--- src/rtl/ieeedrv_sd_arb.sv ---
// ieeedrv_sd_arb
// Round-robin arbiter that lets up to four requesters share one SD block
// request port. One requester owns the host port at a time; its LBA and block
// count are captured when the command is issued, and the host acknowledge and
// buffer-write strobe are routed back to that owner only.
//
// Ports
//   i_clk_sys       system clock, all logic on the rising edge
//   i_reset         synchronous active-high reset
//   i_req_lba       per-requester start LBA
//   i_req_blk_cnt   per-requester block count minus one
//   i_req_rd/wr     per-requester level read/write requests
//   o_req_ack       sd_ack routed to the current owner
//   o_req_err       one-cycle timeout pulse to the current owner
//   o_sd_lba/blk_cnt/rd/wr  shared host request port (registered)
//   i_sd_ack        host acknowledge, high for the whole transfer
//   i_sd_buff_wr    host buffer-write strobe
//   o_req_buff_wr   buffer-write strobe routed to the current owner
//   o_grant         index of the current owner
//   o_grant_vld     o_grant is valid
module ieeedrv_sd_arb #(
    parameter int unsigned NREQ    = 2,
    parameter int unsigned TO_BITS = 24
) (
    input  logic            i_clk_sys,
    input  logic            i_reset,
    input  logic [31:0]     i_req_lba     [NREQ],
    input  logic [5:0]      i_req_blk_cnt [NREQ],
    input  logic [NREQ-1:0] i_req_rd,
    input  logic [NREQ-1:0] i_req_wr,
    output logic [NREQ-1:0] o_req_ack,
    output logic [NREQ-1:0] o_req_err,
    output logic [31:0]     o_sd_lba,
    output logic [5:0]      o_sd_blk_cnt,
    output logic            o_sd_rd,
    output logic            o_sd_wr,
    input  logic            i_sd_ack,
    input  logic            i_sd_buff_wr,
    output logic [NREQ-1:0] o_req_buff_wr,
    output logic [1:0]      o_grant,
    output logic            o_grant_vld
);

    typedef enum logic [2:0] {
        StIdle,
        StIssue,
        StWaitAck,
        StXfer,
        StDone
    } state_e;

    // Last count value before the counter wraps to all-ones; reaching all-ones
    // on this edge is the timeout.
    localparam logic [TO_BITS-1:0] ToLast = ~TO_BITS'(1);

    state_e             r_state;
    logic [1:0]         r_grant;
    logic               r_grant_vld;
    logic [1:0]         r_rr_ptr;
    logic [TO_BITS-1:0] r_to_cnt;
    logic [NREQ-1:0]    r_req_err;
    logic [31:0]        r_sd_lba;
    logic [5:0]         r_sd_blk_cnt;
    logic               r_sd_rd;
    logic               r_sd_wr;

    // Requester inputs padded to four entries so a 2-bit index is always legal.
    logic [3:0]  w_rd4;
    logic [3:0]  w_wr4;
    logic [3:0]  w_pend4;
    logic [31:0] w_lba4 [4];
    logic [5:0]  w_blk4 [4];

    always_comb begin
        w_rd4 = '0;
        w_wr4 = '0;
        for (int k = 0; k < 4; k++) begin
            w_lba4[k] = '0;
            w_blk4[k] = '0;
        end
        for (int k = 0; k < int'(NREQ); k++) begin
            w_rd4[k]  = i_req_rd[k];
            w_wr4[k]  = i_req_wr[k];
            w_lba4[k] = i_req_lba[k];
            w_blk4[k] = i_req_blk_cnt[k];
        end
    end

    assign w_pend4 = w_rd4 | w_wr4;

    // First pending requester searching upward from r_rr_ptr with wrap.
    logic [1:0] w_pick;
    logic [1:0] w_idx;
    logic       w_any;

    always_comb begin
        w_pick = '0;
        w_idx  = '0;
        w_any  = 1'b0;
        for (int k = 0; k < int'(NREQ); k++) begin
            w_idx = 2'((int'(r_rr_ptr) + k) % int'(NREQ));
            if (!w_any && w_pend4[w_idx]) begin
                w_any  = 1'b1;
                w_pick = w_idx;
            end
        end
    end

    logic            w_g_rd;
    logic            w_g_wr;
    logic [1:0]      w_next_ptr;
    logic [NREQ-1:0] w_grant_oh;

    assign w_g_rd     = w_rd4[r_grant];
    assign w_g_wr     = w_wr4[r_grant];
    assign w_next_ptr = 2'((int'(r_grant) + 1) % int'(NREQ));

    // Owner one-hot is qualified by grant_vld so a stale ack in IDLE goes nowhere.
    always_comb begin
        w_grant_oh = '0;
        for (int k = 0; k < int'(NREQ); k++) begin
            w_grant_oh[k] = r_grant_vld && (r_grant == 2'(k));
        end
    end

    always_ff @(posedge i_clk_sys) begin
        if (i_reset) begin
            r_state      <= StIdle;
            r_grant      <= '0;
            r_grant_vld  <= 1'b0;
            r_rr_ptr     <= '0;
            r_to_cnt     <= '0;
            r_req_err    <= '0;
            r_sd_lba     <= '0;
            r_sd_blk_cnt <= '0;
            r_sd_rd      <= 1'b0;
            r_sd_wr      <= 1'b0;
        end else begin
            case (r_state)
                StIdle: begin
                    if (w_any) begin
                        r_grant     <= w_pick;
                        r_grant_vld <= 1'b1;
                        r_state     <= StIssue;
                    end
                end
                StIssue: begin
                    r_to_cnt <= '0;
                    if (w_g_wr || w_g_rd) begin
                        r_sd_lba     <= w_lba4[r_grant];
                        r_sd_blk_cnt <= w_blk4[r_grant];
                        // Write wins when both directions are requested.
                        r_sd_wr      <= w_g_wr;
                        r_sd_rd      <= !w_g_wr;
                        r_state      <= StWaitAck;
                    end else begin
                        // Requester withdrew before issue: release without a host request.
                        r_state <= StDone;
                    end
                end
                StWaitAck: begin
                    r_to_cnt <= r_to_cnt + 1'b1;
                    if (i_sd_ack) begin
                        r_sd_rd <= 1'b0;
                        r_sd_wr <= 1'b0;
                        r_state <= StXfer;
                    end else if (r_to_cnt == ToLast) begin
                        r_sd_rd   <= 1'b0;
                        r_sd_wr   <= 1'b0;
                        r_req_err <= w_grant_oh;
                        r_state   <= StDone;
                    end
                end
                StXfer: begin
                    if (!i_sd_ack) begin
                        r_state <= StDone;
                    end
                end
                StDone: begin
                    r_rr_ptr    <= w_next_ptr;
                    r_grant_vld <= 1'b0;
                    r_req_err   <= '0;
                    r_state     <= StIdle;
                end
                default: begin
                    r_state <= StIdle;
                end
            endcase
        end
    end

    assign o_req_ack     = w_grant_oh & {NREQ{i_sd_ack}};
    assign o_req_buff_wr = w_grant_oh & {NREQ{i_sd_buff_wr}};
    assign o_req_err     = r_req_err;
    assign o_sd_lba      = r_sd_lba;
    assign o_sd_blk_cnt  = r_sd_blk_cnt;
    assign o_sd_rd       = r_sd_rd;
    assign o_sd_wr       = r_sd_wr;
    assign o_grant       = r_grant;
    assign o_grant_vld   = r_grant_vld;

endmodule
--- config.mk ---
export PLATFORM = sky130hd
export DESIGN_NAME = ieeedrv_sd_arb
export DESIGN_NICKNAME = d
export VERILOG_FILES = /design/src/rtl/ieeedrv_sd_arb.sv
export SDC_FILE = /design/constraint.sdc
export NUM_CORES = 1
export LEC_CHECK = 0
export ABC_AREA = 1
export CAP_MARGIN = 0
export CORE_MARGIN = 2
export CORE_UTILIZATION = 50
export CTS_BUF_LIST = sky130_fd_sc_hd__clkbuf_2 sky130_fd_sc_hd__clkbuf_4 sky130_fd_sc_hd__clkbuf_8
export CTS_CLUSTER_DIAMETER = 80
export DETAILED_ROUTE_END_ITERATION = 12
export GPL_TIMING_DRIVEN = 0
export PLACE_DENSITY = 0.88
export SYNTH_ARGS = -nofsm -noshare
export SYNTH_HDL_FRONTEND = slang
export SYNTH_SLANG_ARGS = --single-unit
--- constraint.sdc ---
create_clock -name i_clk_sys -period 4.45 [get_ports i_clk_sys]
set_input_delay 1.335 -clock i_clk_sys [delete_from_list [all_inputs] [get_ports i_clk_sys]]
set_output_delay 1.335 -clock i_clk_sys [all_outputs]
set_load 0.1 [all_outputs]
==> parameters.txt <==
Parameter                              Value

Outcome
  Outcome    finished clean

Clocking
  Worst-skew pair later-pin latency    0.35 ns
  CTS Buffer Depth    2
  H-Tree Depth    3
  Num CTS Buffers    9
  Reg clk slew, reported paths    around 0.070 ns
  Post-cts hold buffer count    0
  CTS tree    yes
  Post CTS Setup Buffer Count    0
  Clock sink count    72
  Root Driver    sky130_fd_sc_hd__clkbuf_8

Yosys
  Flops & latches, synth    72
  Count of mapped cells out of synthesis    525
  Sequential area share after synthesis    0.393
  Number of distinct library cells after synthesis    32
  Post-synthesis cell area    0.00367 mm²
  Yosys warning count    0
  Mean cell area of the mapped netlist    between 6 and 7 µm²
  Net count after synthesis    between 600 and 700

Floorplan
  Site Rows    31
  Starting utilization of the core area    0.511
  Boundary pin count    approximately 130
  Horizontal die dimension    about 90 µm
  Chip Height    89.6 µm
  Core Area    a little over 0.007 mm²
  Floorplan die area    approximately 0.0080 mm²

Setup path
  Worst reg2reg path endpoint    r_to_cnt[14]
  Start-to-end type of the worst setup path    in2out
  Endpoint class of the critical path    output pin
  Crit path buf inv count    3
  Data arrival, critical path    roughly 3 ns
  Maximum cell stage delay along the critical path    a little under 0.9 ns
  R2R setup slack    2.76 ns
  Kind of start point of the critical path    input port
  Critical path data required time    about 3.1 ns
  Slowest CP cell    sky130_fd_sc_hd__dlygate4sd2_1
  Logic depth of the worst register-to-register path    8
  Max FO, Critical Path    4
  Worst path cell trace    clkdlybuf4s50_1 > inv_1 > nor2_1 > dlygate4sd2_1
  Launching point of the worst reg2reg path    r_to_cnt[0]
  Largest delay share family, worst path    buffers and inverters

Power
  Sw Ratio    0.550
  Psw    approximately 0.002 W
  Tot Pwr    roughly 0.0035 W
  Static leakage power    about 2.4 nW
  Power density over the cells    between 600 and 700 mW/mm²
  Combinational share of power    0.606
  Internal Pwr Total    0.00159 W
  IR drop worst, VDD    around 0.00071 V
  Proportion of power drawn by the clock network    0.135
  Share of total power in sequential cells    0.259

STA
  Final setup fails    0
  Crit path time final    4.33 ns
  Worst slew slack as a fraction of its limit    0.311
  Highest attainable clock frequency    roughly 230 MHz
  RSZ-0062 raised after global routing    false
  Worst slack on hold paths    0.492 ns
  Slew @ Worst Pin    between 1 and 1.5 ns
  Worst Skew    0.0108 ns
  Post-route clock period utilization    0.973
  Number of hold violations in the final report    0
  Number of max-slew violations in the final report    0

GRT
  Largest net degree at the start of global routing    12
  Antenna violations before repair    0
  Wire length of the first global-routing pass    roughly 18000 µm
  Via count of the first global-routing pass    ~3900
  Total global routing overflow    0
  GRT Util Overall    0.297

Place
  Final HPWL from detailed placement    around 8800 µm
  Total placed cells including tap cells    between 700 and 800
  Final Wtd Congestion    ~0.88
  Placed Instance Area    approximately 0.0051 mm²
  I/O Buffers    approximately 130

Cells and area
  Area grow syn2layout    44.0%
  Number of antenna cells inserted    0
  Count of nets after finishing    753
  Post-route standard cell area excluding fillers    between 0.005 and 0.006 mm²
  Count of placed standard cells in the final layout, fillers left out    770
  Number of fillers in the final layout    about 540
  Ratio of cells with drive above 1 in the final layout    0.0551

Hold path
  Worst hold path cell count    1
  Startpoint of the most critical hold path    r_to_cnt[13]
  Worst hold-check path type    reg2reg
  Endpoint of the worst hold-timing path    r_to_cnt[13]

Route
  Total number of vias    4070
  Residual DRC count    0
  Wire per inst    14.9 µm
  Vias per cell    5.29
  Detailed Route WL    between 10000 and 15000 µm
  Number of DRC markers in iteration 0    roughly 180
  Antenna-violating nets left    0
  Number of iterations in the first detailed-routing pass    5

Flow run
  Max-cap violation count    0
-- logic make-up (layout without fill, tap and decap cells) --
kind of cell               Yosys count  count (layout)  share of synthesized area
adders and majority gates            2               2                    0.00682
and+or+nand+nor                    290             290                      0.333
xor gates and xnor gates             1               1                    0.00239
DFF                                 72              72                      0.393
buffers and inverters               70             216                     0.0856
AOI/OAI and AO/OA                   89              89                      0.178
other                                1               1                    0.00102
-- power by group through the flow --
stage	registers [W]	logic, W	clock network [W]
after detailed placement	0.000926	0.00214	0
after global routing	0.000931	0.00225	0.000513
after global placement	0.000920	0.00211	0
final	0.000917	0.00214	0.000476
after CTS	0.000915	0.00215	0.000482
after floorplan	0.00195	0.000562	0
-- worst reg2reg max path: stages, from the launching register on --
cell                      delay, ns
sky130_fd_sc_hd__dfxtp_1       0.40
sky130_fd_sc_hd__ha_1          0.21
sky130_fd_sc_hd__nand3_1       0.11
sky130_fd_sc_hd__inv_1         0.13
sky130_fd_sc_hd__nand2_1       0.14
sky130_fd_sc_hd__nor4_1        0.38
sky130_fd_sc_hd__nand2_1       0.09
sky130_fd_sc_hd__nand2_1       0.07
sky130_fd_sc_hd__nor2_1        0.04
-- registers in the layout (all words and copies together), names as in the netlist --
signal        flops
o_sd_lba         32
r_to_cnt         24
o_sd_blk_cnt      6
r_state           3
o_req_err         2
o_grant           1
o_grant_vld       1
o_sd_rd           1
o_sd_wr           1
r_rr_ptr          1
-- cells in the mapped netlist (all sizes together) --
| master | number | area [µm²] |
|---|---|---|
| or2 | 1 | 6.26 |
| inv | 41 | 154 |
| nand3b | 2 | 15.0 |
| clkbuf | 14 | 52.6 |
| nand4 | 4 | 25.0 |
| o211ai | 1 | 7.51 |
| conb | 1 | 3.75 |
| and3 | 1 | 6.26 |
| a211oi | 1 | 7.51 |
| nand3 | 64 | 325 |
| buf | 14 | 104 |
| a22oi | 3 | 22.5 |
| clkinv | 1 | 3.75 |
| o21ai | 21 | 105 |
| o211a | 38 | 380 |
| dfxtp | 72 | 1440 |
| a31oi | 1 | 6.26 |
| a21oi | 23 | 115 |
| nor4 | 1 | 6.26 |
| xor2 | 1 | 8.76 |
| nor3 | 6 | 41.3 |
| o21a | 1 | 7.51 |
| nor2 | 52 | 198 |
| and2 | 1 | 6.26 |
| nand2 | 158 | 593 |
| ha | 2 | 25.0 |
-- how the worst max path moves through the flow --
| stage | from | slack (ns) | depth (start not counted) | endpoint |
|---|---|---|---|---|
| floorplan | i_sd_ack | 0.47 | 2 | o_req_ack[0] |
| global placement | i_sd_ack | -0.12 | 4 | o_req_ack[1] |
| detailed placement | i_sd_ack | -0.14 | 4 | o_req_ack[0] |
| CTS | i_sd_buff_wr | 0.03 | 4 | o_req_buff_wr[0] |
| global route | i_sd_ack | 0.05 | 4 | o_req_ack[0] |
| finish | i_sd_ack | 0.12 | 4 | o_req_ack[1] |
-- layer usage --
layer  routed length, µm  track usage
met1                4540        0.330
met2                5700        0.513
met3                1020        0.125
met4                 192       0.0963
met5                   0            0
-- placed cells by master (no fill, tap or decap), types with 2 or more instances in the layout --
cell	instances
sky130_fd_sc_hd__clkinv_2	2
sky130_fd_sc_hd__inv_1	37
sky130_fd_sc_hd__dfxtp_1	72
sky130_fd_sc_hd__clkdlybuf4s50_1	127
sky130_fd_sc_hd__dlymetal6s2s_1	2
sky130_fd_sc_hd__nand3_1	63
sky130_fd_sc_hd__dlygate4sd2_1	2
sky130_fd_sc_hd__a21oi_1	23
sky130_fd_sc_hd__inv_2	4
sky130_fd_sc_hd__buf_2	8
sky130_fd_sc_hd__buf_6	5
sky130_fd_sc_hd__ha_1	2
sky130_fd_sc_hd__o211a_1	38
sky130_fd_sc_hd__nand2_1	158
sky130_fd_sc_hd__nor2_1	51
sky130_fd_sc_hd__o21ai_0	21
sky130_fd_sc_hd__nand4_1	4
sky130_fd_sc_hd__a22oi_1	3
sky130_fd_sc_hd__clkbuf_8	11
sky130_fd_sc_hd__nor3_1	5
sky130_fd_sc_hd__nand3b_1	2
sky130_fd_sc_hd__clkbuf_1	14
-- layout make-up --
type / count / area [µm²] / share of cell area
Buffer: 28 / 156 / 0.0296
Clock buffer: 12 / 159 / 0.0301
Clock inverter: 3 / 17.5 / 0.00332
Inverter: 42 / 158 / 0.0299
Multi-Input combinational cell: 383 / 1910 / 0.362
Sequential cell: 72 / 1440 / 0.273
Tap cell: 99 / 124 / 0.0235
Timing Repair Buffer: 131 / 1310 / 0.249
-- stage by stage --
step | util | setup slack, ns | TNS (ns)
2_1_floorplan | - | 0.466 | 0
3_3_place_gp | 0.711 | -0.120 | -0.239
3_5_place_dp | 0.711 | -0.139 | -0.277
4_1_cts | 0.735 | 0.0261 | 0
5_1_grt | 0.736 | 0.0454 | 0
6_report | 0.736 | 0.119 | 0
-- what timing repair did --
item | 4_1_cts | 5_1_grt
resized for setup | 2 | 2
pin swaps | 0 | 0
setup endpoints to repair | 2 | 2
No activity file was read; power rests on OpenSTA's default activity.
